[src/rtl/sap_ctrl_seq_if.sv]
// Control interface between the SAP sequencer and the datapath it steers.
// master = sequencer side (drives strobes), slave = datapath side (drives IR opcode and ZF).
interface sap_ctrl_seq_if #(
   parameter int OPC_W = 3
);
   logic [OPC_W-1:0] OPCODE;
   logic             ZF;
   logic             CP;
   logic             EP;
   logic             LM;
   logic             CE;
   logic             LI;
   logic             EI;
   logic             LA;
   logic             EA;
   logic             LB;
   logic             SU;
   logic             EU;
   logic             LO;
   logic             LP;
   logic             HALT;
   logic [5:0]       T_STATE;

   modport master (
      input  OPCODE, ZF,
      output CP, EP, LM, CE, LI, EI, LA, EA, LB, SU, EU, LO, LP, HALT, T_STATE
   );

   modport slave (
      output OPCODE, ZF,
      input  CP, EP, LM, CE, LI, EI, LA, EA, LB, SU, EU, LO, LP, HALT, T_STATE
   );
endinterface

[src/rtl/sap_ctrl_seq.sv]
// SAP controller/sequencer: one-hot T1..T6 ring plus sticky halt, with
// opcode-qualified Moore decode of all datapath strobes.
module sap_ctrl_seq #(
   parameter int OPC_W    = 3,
   parameter bit FAST_END = 1'b0
) (
   input  logic          clk,
   input  logic          rst,
   sap_ctrl_seq_if.master bus
);

   typedef struct packed {
      logic cp;
      logic ep;
      logic lm;   // active-low MAR load
      logic ce;
      logic li;
      logic ei;
      logic la;
      logic ea;
      logic lb;
      logic su;
      logic eu;
      logic lo;
      logic lp;
   } ctrl_t;

   localparam logic [5:0] T1 = 6'b000001;
   localparam logic [5:0] T4 = 6'b001000;

   localparam logic [OPC_W-1:0] OP_LDA = OPC_W'(0);
   localparam logic [OPC_W-1:0] OP_ADD = OPC_W'(1);
   localparam logic [OPC_W-1:0] OP_SUB = OPC_W'(2);
   localparam logic [OPC_W-1:0] OP_OUT = OPC_W'(3);
   localparam logic [OPC_W-1:0] OP_JMP = OPC_W'(4);
   localparam logic [OPC_W-1:0] OP_JZ  = OPC_W'(5);
   localparam logic [OPC_W-1:0] OP_NOP = OPC_W'(6);
   localparam logic [OPC_W-1:0] OP_HLT = OPC_W'(7);

   // idle value of the control word: everything off, LM high
   localparam ctrl_t CTRL_IDLE = '{lm: 1'b1, default: 1'b0};

   logic [5:0] ring_q, ring_d;
   logic       halt_q, halt_d;
   logic       short_op;
   logic       ring_ok;
   ctrl_t      ctrl;

   // instructions with nothing to do after T4 (eligible for early wrap)
   assign short_op = (bus.OPCODE == OP_OUT) || (bus.OPCODE == OP_JMP) ||
                     (bus.OPCODE == OP_JZ)  || (bus.OPCODE == OP_NOP);
   assign ring_ok  = $onehot(ring_q);

   // state register: ring and halt flag, async clear to T1 / running
   always_ff @(posedge clk or posedge rst) begin
      if (rst) begin
         ring_q <= T1;
         halt_q <= 1'b0;
      end else begin
         ring_q <= ring_d;
         halt_q <= halt_d;
      end
   end

   // next-state: rotate ring, early wrap, halt capture, illegal-pattern recovery
   always_comb begin
      ring_d = ring_q;
      halt_d = halt_q;
      if (halt_q) begin
         // frozen at T4 until reset; also repairs a corrupted ring while halted
         ring_d = T4;
      end else if (!ring_ok) begin
         ring_d = T1;
      end else if (ring_q[3] && (bus.OPCODE == OP_HLT)) begin
         halt_d = 1'b1;
         ring_d = T4;
      end else if (ring_q[3] && FAST_END && short_op) begin
         ring_d = T1;
      end else begin
         ring_d = {ring_q[4:0], ring_q[5]};
      end
   end

   // output decode: fetch T1-T3, opcode-qualified execute T4-T6; idle in reset/halt
   always_comb begin
      ctrl = CTRL_IDLE;
      // rst gates the outputs directly so nothing leaks while the ring is forced to T1
      if (!rst && !halt_q && ring_ok) begin
         if (ring_q[0]) begin
            ctrl.ep = 1'b1;
            ctrl.lm = 1'b0;
         end else if (ring_q[1]) begin
            ctrl.cp = 1'b1;
         end else if (ring_q[2]) begin
            ctrl.ce = 1'b1;
            ctrl.li = 1'b1;
         end else if (ring_q[3]) begin
            case (bus.OPCODE)
               OP_LDA, OP_ADD, OP_SUB: begin
                  ctrl.ei = 1'b1;
                  ctrl.lm = 1'b0;
               end
               OP_OUT: begin
                  ctrl.ea = 1'b1;
                  ctrl.lo = 1'b1;
               end
               OP_JMP: begin
                  ctrl.ei = 1'b1;
                  ctrl.lp = 1'b1;
               end
               OP_JZ: begin
                  ctrl.ei = 1'b1;
                  ctrl.lp = bus.ZF;
               end
               default: ;
            endcase
         end else if (ring_q[4]) begin
            case (bus.OPCODE)
               OP_LDA: begin
                  ctrl.ce = 1'b1;
                  ctrl.la = 1'b1;
               end
               OP_ADD, OP_SUB: begin
                  ctrl.ce = 1'b1;
                  ctrl.lb = 1'b1;
               end
               default: ;
            endcase
         end else begin
            if ((bus.OPCODE == OP_ADD) || (bus.OPCODE == OP_SUB)) begin
               ctrl.eu = 1'b1;
               ctrl.la = 1'b1;
               ctrl.su = (bus.OPCODE == OP_SUB);
            end
         end
      end
   end

   assign bus.CP      = ctrl.cp;
   assign bus.EP      = ctrl.ep;
   assign bus.LM      = ctrl.lm;
   assign bus.CE      = ctrl.ce;
   assign bus.LI      = ctrl.li;
   assign bus.EI      = ctrl.ei;
   assign bus.LA      = ctrl.la;
   assign bus.EA      = ctrl.ea;
   assign bus.LB      = ctrl.lb;
   assign bus.SU      = ctrl.su;
   assign bus.EU      = ctrl.eu;
   assign bus.LO      = ctrl.lo;
   assign bus.LP      = ctrl.lp;
   assign bus.HALT    = halt_q;
   assign bus.T_STATE = ring_q;

endmodule

[src/flat_wrapper.sv]
// flat-port wrapper written by rule: the top's interface ports become plain ports
module sap_ctrl_seq_flat 
#(
   parameter int OPC_W    = 3,
   parameter bit FAST_END = 1'b0
)
  (clk, rst, bus_OPCODE, bus_ZF, bus_CP, bus_EP, bus_LM, bus_CE, bus_LI, bus_EI, bus_LA, bus_EA, bus_LB, bus_SU, bus_EU, bus_LO, bus_LP, bus_HALT, bus_T_STATE);
  sap_ctrl_seq_if #(.OPC_W(OPC_W)) bus_i ();
  input  logic clk;
  input  logic rst;
  input wire logic [$bits(bus_i.OPCODE)-1:0] bus_OPCODE;
  input wire logic [$bits(bus_i.ZF)-1:0] bus_ZF;
  output wire logic [$bits(bus_i.CP)-1:0] bus_CP;
  output wire logic [$bits(bus_i.EP)-1:0] bus_EP;
  output wire logic [$bits(bus_i.LM)-1:0] bus_LM;
  output wire logic [$bits(bus_i.CE)-1:0] bus_CE;
  output wire logic [$bits(bus_i.LI)-1:0] bus_LI;
  output wire logic [$bits(bus_i.EI)-1:0] bus_EI;
  output wire logic [$bits(bus_i.LA)-1:0] bus_LA;
  output wire logic [$bits(bus_i.EA)-1:0] bus_EA;
  output wire logic [$bits(bus_i.LB)-1:0] bus_LB;
  output wire logic [$bits(bus_i.SU)-1:0] bus_SU;
  output wire logic [$bits(bus_i.EU)-1:0] bus_EU;
  output wire logic [$bits(bus_i.LO)-1:0] bus_LO;
  output wire logic [$bits(bus_i.LP)-1:0] bus_LP;
  output wire logic [$bits(bus_i.HALT)-1:0] bus_HALT;
  output wire logic [$bits(bus_i.T_STATE)-1:0] bus_T_STATE;
  assign bus_i.OPCODE = bus_OPCODE;
  assign bus_i.ZF = bus_ZF;
  assign bus_CP = bus_i.CP;
  assign bus_EP = bus_i.EP;
  assign bus_LM = bus_i.LM;
  assign bus_CE = bus_i.CE;
  assign bus_LI = bus_i.LI;
  assign bus_EI = bus_i.EI;
  assign bus_LA = bus_i.LA;
  assign bus_EA = bus_i.EA;
  assign bus_LB = bus_i.LB;
  assign bus_SU = bus_i.SU;
  assign bus_EU = bus_i.EU;
  assign bus_LO = bus_i.LO;
  assign bus_LP = bus_i.LP;
  assign bus_HALT = bus_i.HALT;
  assign bus_T_STATE = bus_i.T_STATE;
  sap_ctrl_seq #(.OPC_W(OPC_W), .FAST_END(FAST_END)) u_core (.clk(clk), .rst(rst), .bus(bus_i));
endmodule
[config.mk]
export PLATFORM = sky130hd
export DESIGN_NAME = sap_ctrl_seq_flat
export DESIGN_NICKNAME = d
export VERILOG_FILES = /design/src/rtl/sap_ctrl_seq_if.sv /design/src/rtl/sap_ctrl_seq.sv /design/src/flat_wrapper.sv
export SDC_FILE = /design/constraint.sdc
export NUM_CORES = 1
export LEC_CHECK = 0
export ABC_AREA = 1
export CELL_PAD_IN_SITES_DETAIL_PLACEMENT = 1
export CELL_PAD_IN_SITES_GLOBAL_PLACEMENT = 1
export CORE_UTILIZATION = 28
export CTS_CLUSTER_DIAMETER = 120
export DETAILED_ROUTE_END_ITERATION = 6
export PLACE_DENSITY_LB_ADDON = 0.1
export SKIP_LAST_GASP = 1
export SYNTH_ARGS = -nofsm -noshare
export SYNTH_HDL_FRONTEND = slang
export SYNTH_SLANG_ARGS = --single-unit
[constraint.sdc]
create_clock -name clk -period 4 [get_ports clk]
set_clock_uncertainty 0.1 [all_clocks]
set_input_delay 0.8 -clock clk [delete_from_list [all_inputs] [get_ports clk]]
set_output_delay 0.8 -clock clk [all_outputs]
set_load 0.02 [all_outputs]
==> metrics <==
Reg power frac approximately 47%; Reg-to-Reg Start u_core.bus.T_STATE[0]; DP HPWL around 1400 um; status complete, no violations; Post-synth top cells 23 x nor2_1, 18 x nand2_1, 15 x inv_1, 6 x dfrtp_1, 5 x ha_1; Core Area 2060 sq um; Pre-Repair DR Iteration Count 4; Crit Path Max Fanout 9; worst slack at placement between 100 and 150 ps; CTS resizes 12; Comb pwr share roughly a tenth; Final min period 3860 ps; Crit Path Class reg2out; Worst VDD drop approximately 0.15 mV; post-CTS setup buffers 0; die width 49.9 um; Yosys top cell by area dfrtp_1; max-cap viol count 0; Clk Latency, worst-skew pair 250 ps; Clock Tree Buf Depth 2; Tcrit/Tclk final between 90% and 100%; initial DRC count 7; Final ANT Viol Nets 0; vias per cell 4.46; Rel. slew slack between 70% and 80%; Clock transition at path regs around 50 ps; Crit path arrival time around 3000 ps; Final setup viols 0; slew at the pin with the worst max-slew slack approximately 410 ps; Hold Startpoint u_core.bus.HALT; Fmax approximately 260 MHz; WL final around 1700 um; post-layout net count 134; met1 Use GR 21.1%; slowest stage delay, CP 570 ps; cell row count 16; RSZ-0062 raised after global routing no; Inserted Diodes 0; most frequent cell after synthesis nor2_1; DRC 0; count of final hold-check violations 0; met2 Usage GRT between 20% and 30%; Port Buffers 25; Syn Area/Cell 6.99 sq um; ratio of cells with drive above 1 in the final layout approximately 11%; CP delay by family, top adder cells; Synth Register Bits 7; register area about 180 sq um; fin. max-slew vios 0; TritonCTS clock tree yes; Crit. End Element output pin; Syn-to-layout area delta 44.7%; synthesized area around 640 sq um; Initial Util a little under a third; Post-CTS Hold Fix Bufs 0; NetSw roughly 34 uW; Leak 0.000489 uW; WL per Instance about 12 um; clk sinks 7; CP max stage cell dfstp_2; Overflow after GRT 0; Crit. Startpoint u_core.bus.T_STATE[0]; GPL Wtd Cong roughly 0.74; sw frac 22.9%; Yosys top cell area share roughly a quarter; post-synthesis sequential area ratio between 20% and 30%; Clock Tree Root clkbuf_4; number of synthesized flops with an enable pin 0; cell count after synthesis 92; GR met3 Demand/Resource 1.85%; post-synthesis async set-or-reset flop share 100%; Fillers around 280; CP bufs+invs 3; footprint of the multi-input gates about 400 sq um; required time of the critical path about 3100 ps; cts bufs inserted 3; H-tree levels 1; TNS Setup 0 ps; Final WS setup between 100 and 150 ps; most crowded layer after global routing met2; top post-synthesis cells by area dfrtp_1 23%, nor2_1 13%, nand2_1 11%; initial antenna violation count 0; Hold Path Class reg2reg; DIE HEIGHT between 40 and 50 um; Boundary Pins 26; ys flop type dfrtp_1; first-pass GRT wire length approximately 2900 um; largest net degree at the start of global routing 10; internal power between 100 and 150 uW; CP cell instances inv_1 > ha_1 > fa_1 > inv_1 > ha_1 > nor2_2 > nand2_2 > nor2_8 > nand3_1 > clkdlybuf4s50_1; via count approximately 660; Yosys warnings 0; Setup crit start kind flop; die area about 2500 sq um; WHS 351 ps; Clock power frac 42.2%; pwr/cell area 162 nW/um^2; Netlist cell types 21; vias in the first global route ~650; total track usage about 16%; syn nets 105
final timing paths:
path / endpoint / slack, ps / cells past startpoint
hold / removal: u_core.bus.T_STATE[0] / 350 / 1
setup reg to reg: u_core.bus.T_STATE[2] / 1530 / 10
min in group asynchronous: u_core.bus.HALT / 710 / 2
setup / recovery: bus_LM / 140 / 10
max in group asynchronous: u_core.bus.T_STATE[0] / 2830 / 2
hold reg to reg: u_core.bus.T_STATE[0] / 350 / 1
power groups by stage:
stage,Clock (uW),Combinational (uW),Sequential (uW)
floorplan,0,8.13,72.1
global placement,0,16.0,72.1
detailed placement,0,16.2,72.1
CTS,66.9,16.3,70.9
global route,69.3,18.7,70.9
finish,63.4,16.0,71.0
flip-flops by register name, summed over array words and instances (netlist names):
register and cells:
u_core.bus.HALT 1, u_core.bus.T_STATE 6
per-layer routing:
| layer | part of all wire, % | wire, um |
|---|---|---|
| met1 | 49 | 828 |
| met3 | 2.6 | 44 |
| met5 | 0 | 0 |
| met2 | 49 | 832 |
| met4 | 0 | 0 |
layout make-up:
type                            count  area share [%]
Clock buffer                        4            2.82
Inverter                           16            6.45
Multi-Input combinational cell     68            42.9
Sequential cell                     7            19.0
Tap cell                           27            3.63
Timing Repair Buffer               25            25.3
kinds of logic after synthesis:
group                    after synthesis  share of synthesized area (%)
buffers and inverters                 17                           10.5
flip-flops                             7                           27.4
AND/OR/NAND/NOR                       53                           39.1
AO/OA/AOI/OAI                          8                           7.00
adder cells (fa/ha/maj)                7                           16.0
stage by stage:
step                area, sq um  total power, uW  std cells  util [%]
global placement            920             88.1        143      44.6
global route                931              159        147      45.1
floorplan                   643             80.2         92         -
finish                      931              150        147      45.1
detailed placement          920             88.3        143      44.6
CTS                         931              154        147      45.1
placed cells by master (no fill, tap or decap), types with 2 or more instances in the layout:
cell type / instances
nor2_1: 23
nand2_1: 18
inv_1: 15
clkdlybuf4s50_1: 13
dlygate4sd2_1: 12
dfrtp_1: 6
ha_1: 5
nand3_2: 3
a21oi_1: 3
clkbuf_4: 3
nor2_2: 2
nand2_2: 2
nand3_1: 2
o21ai_0: 2
fa_1: 2
Power figures use the tool's default switching activity.
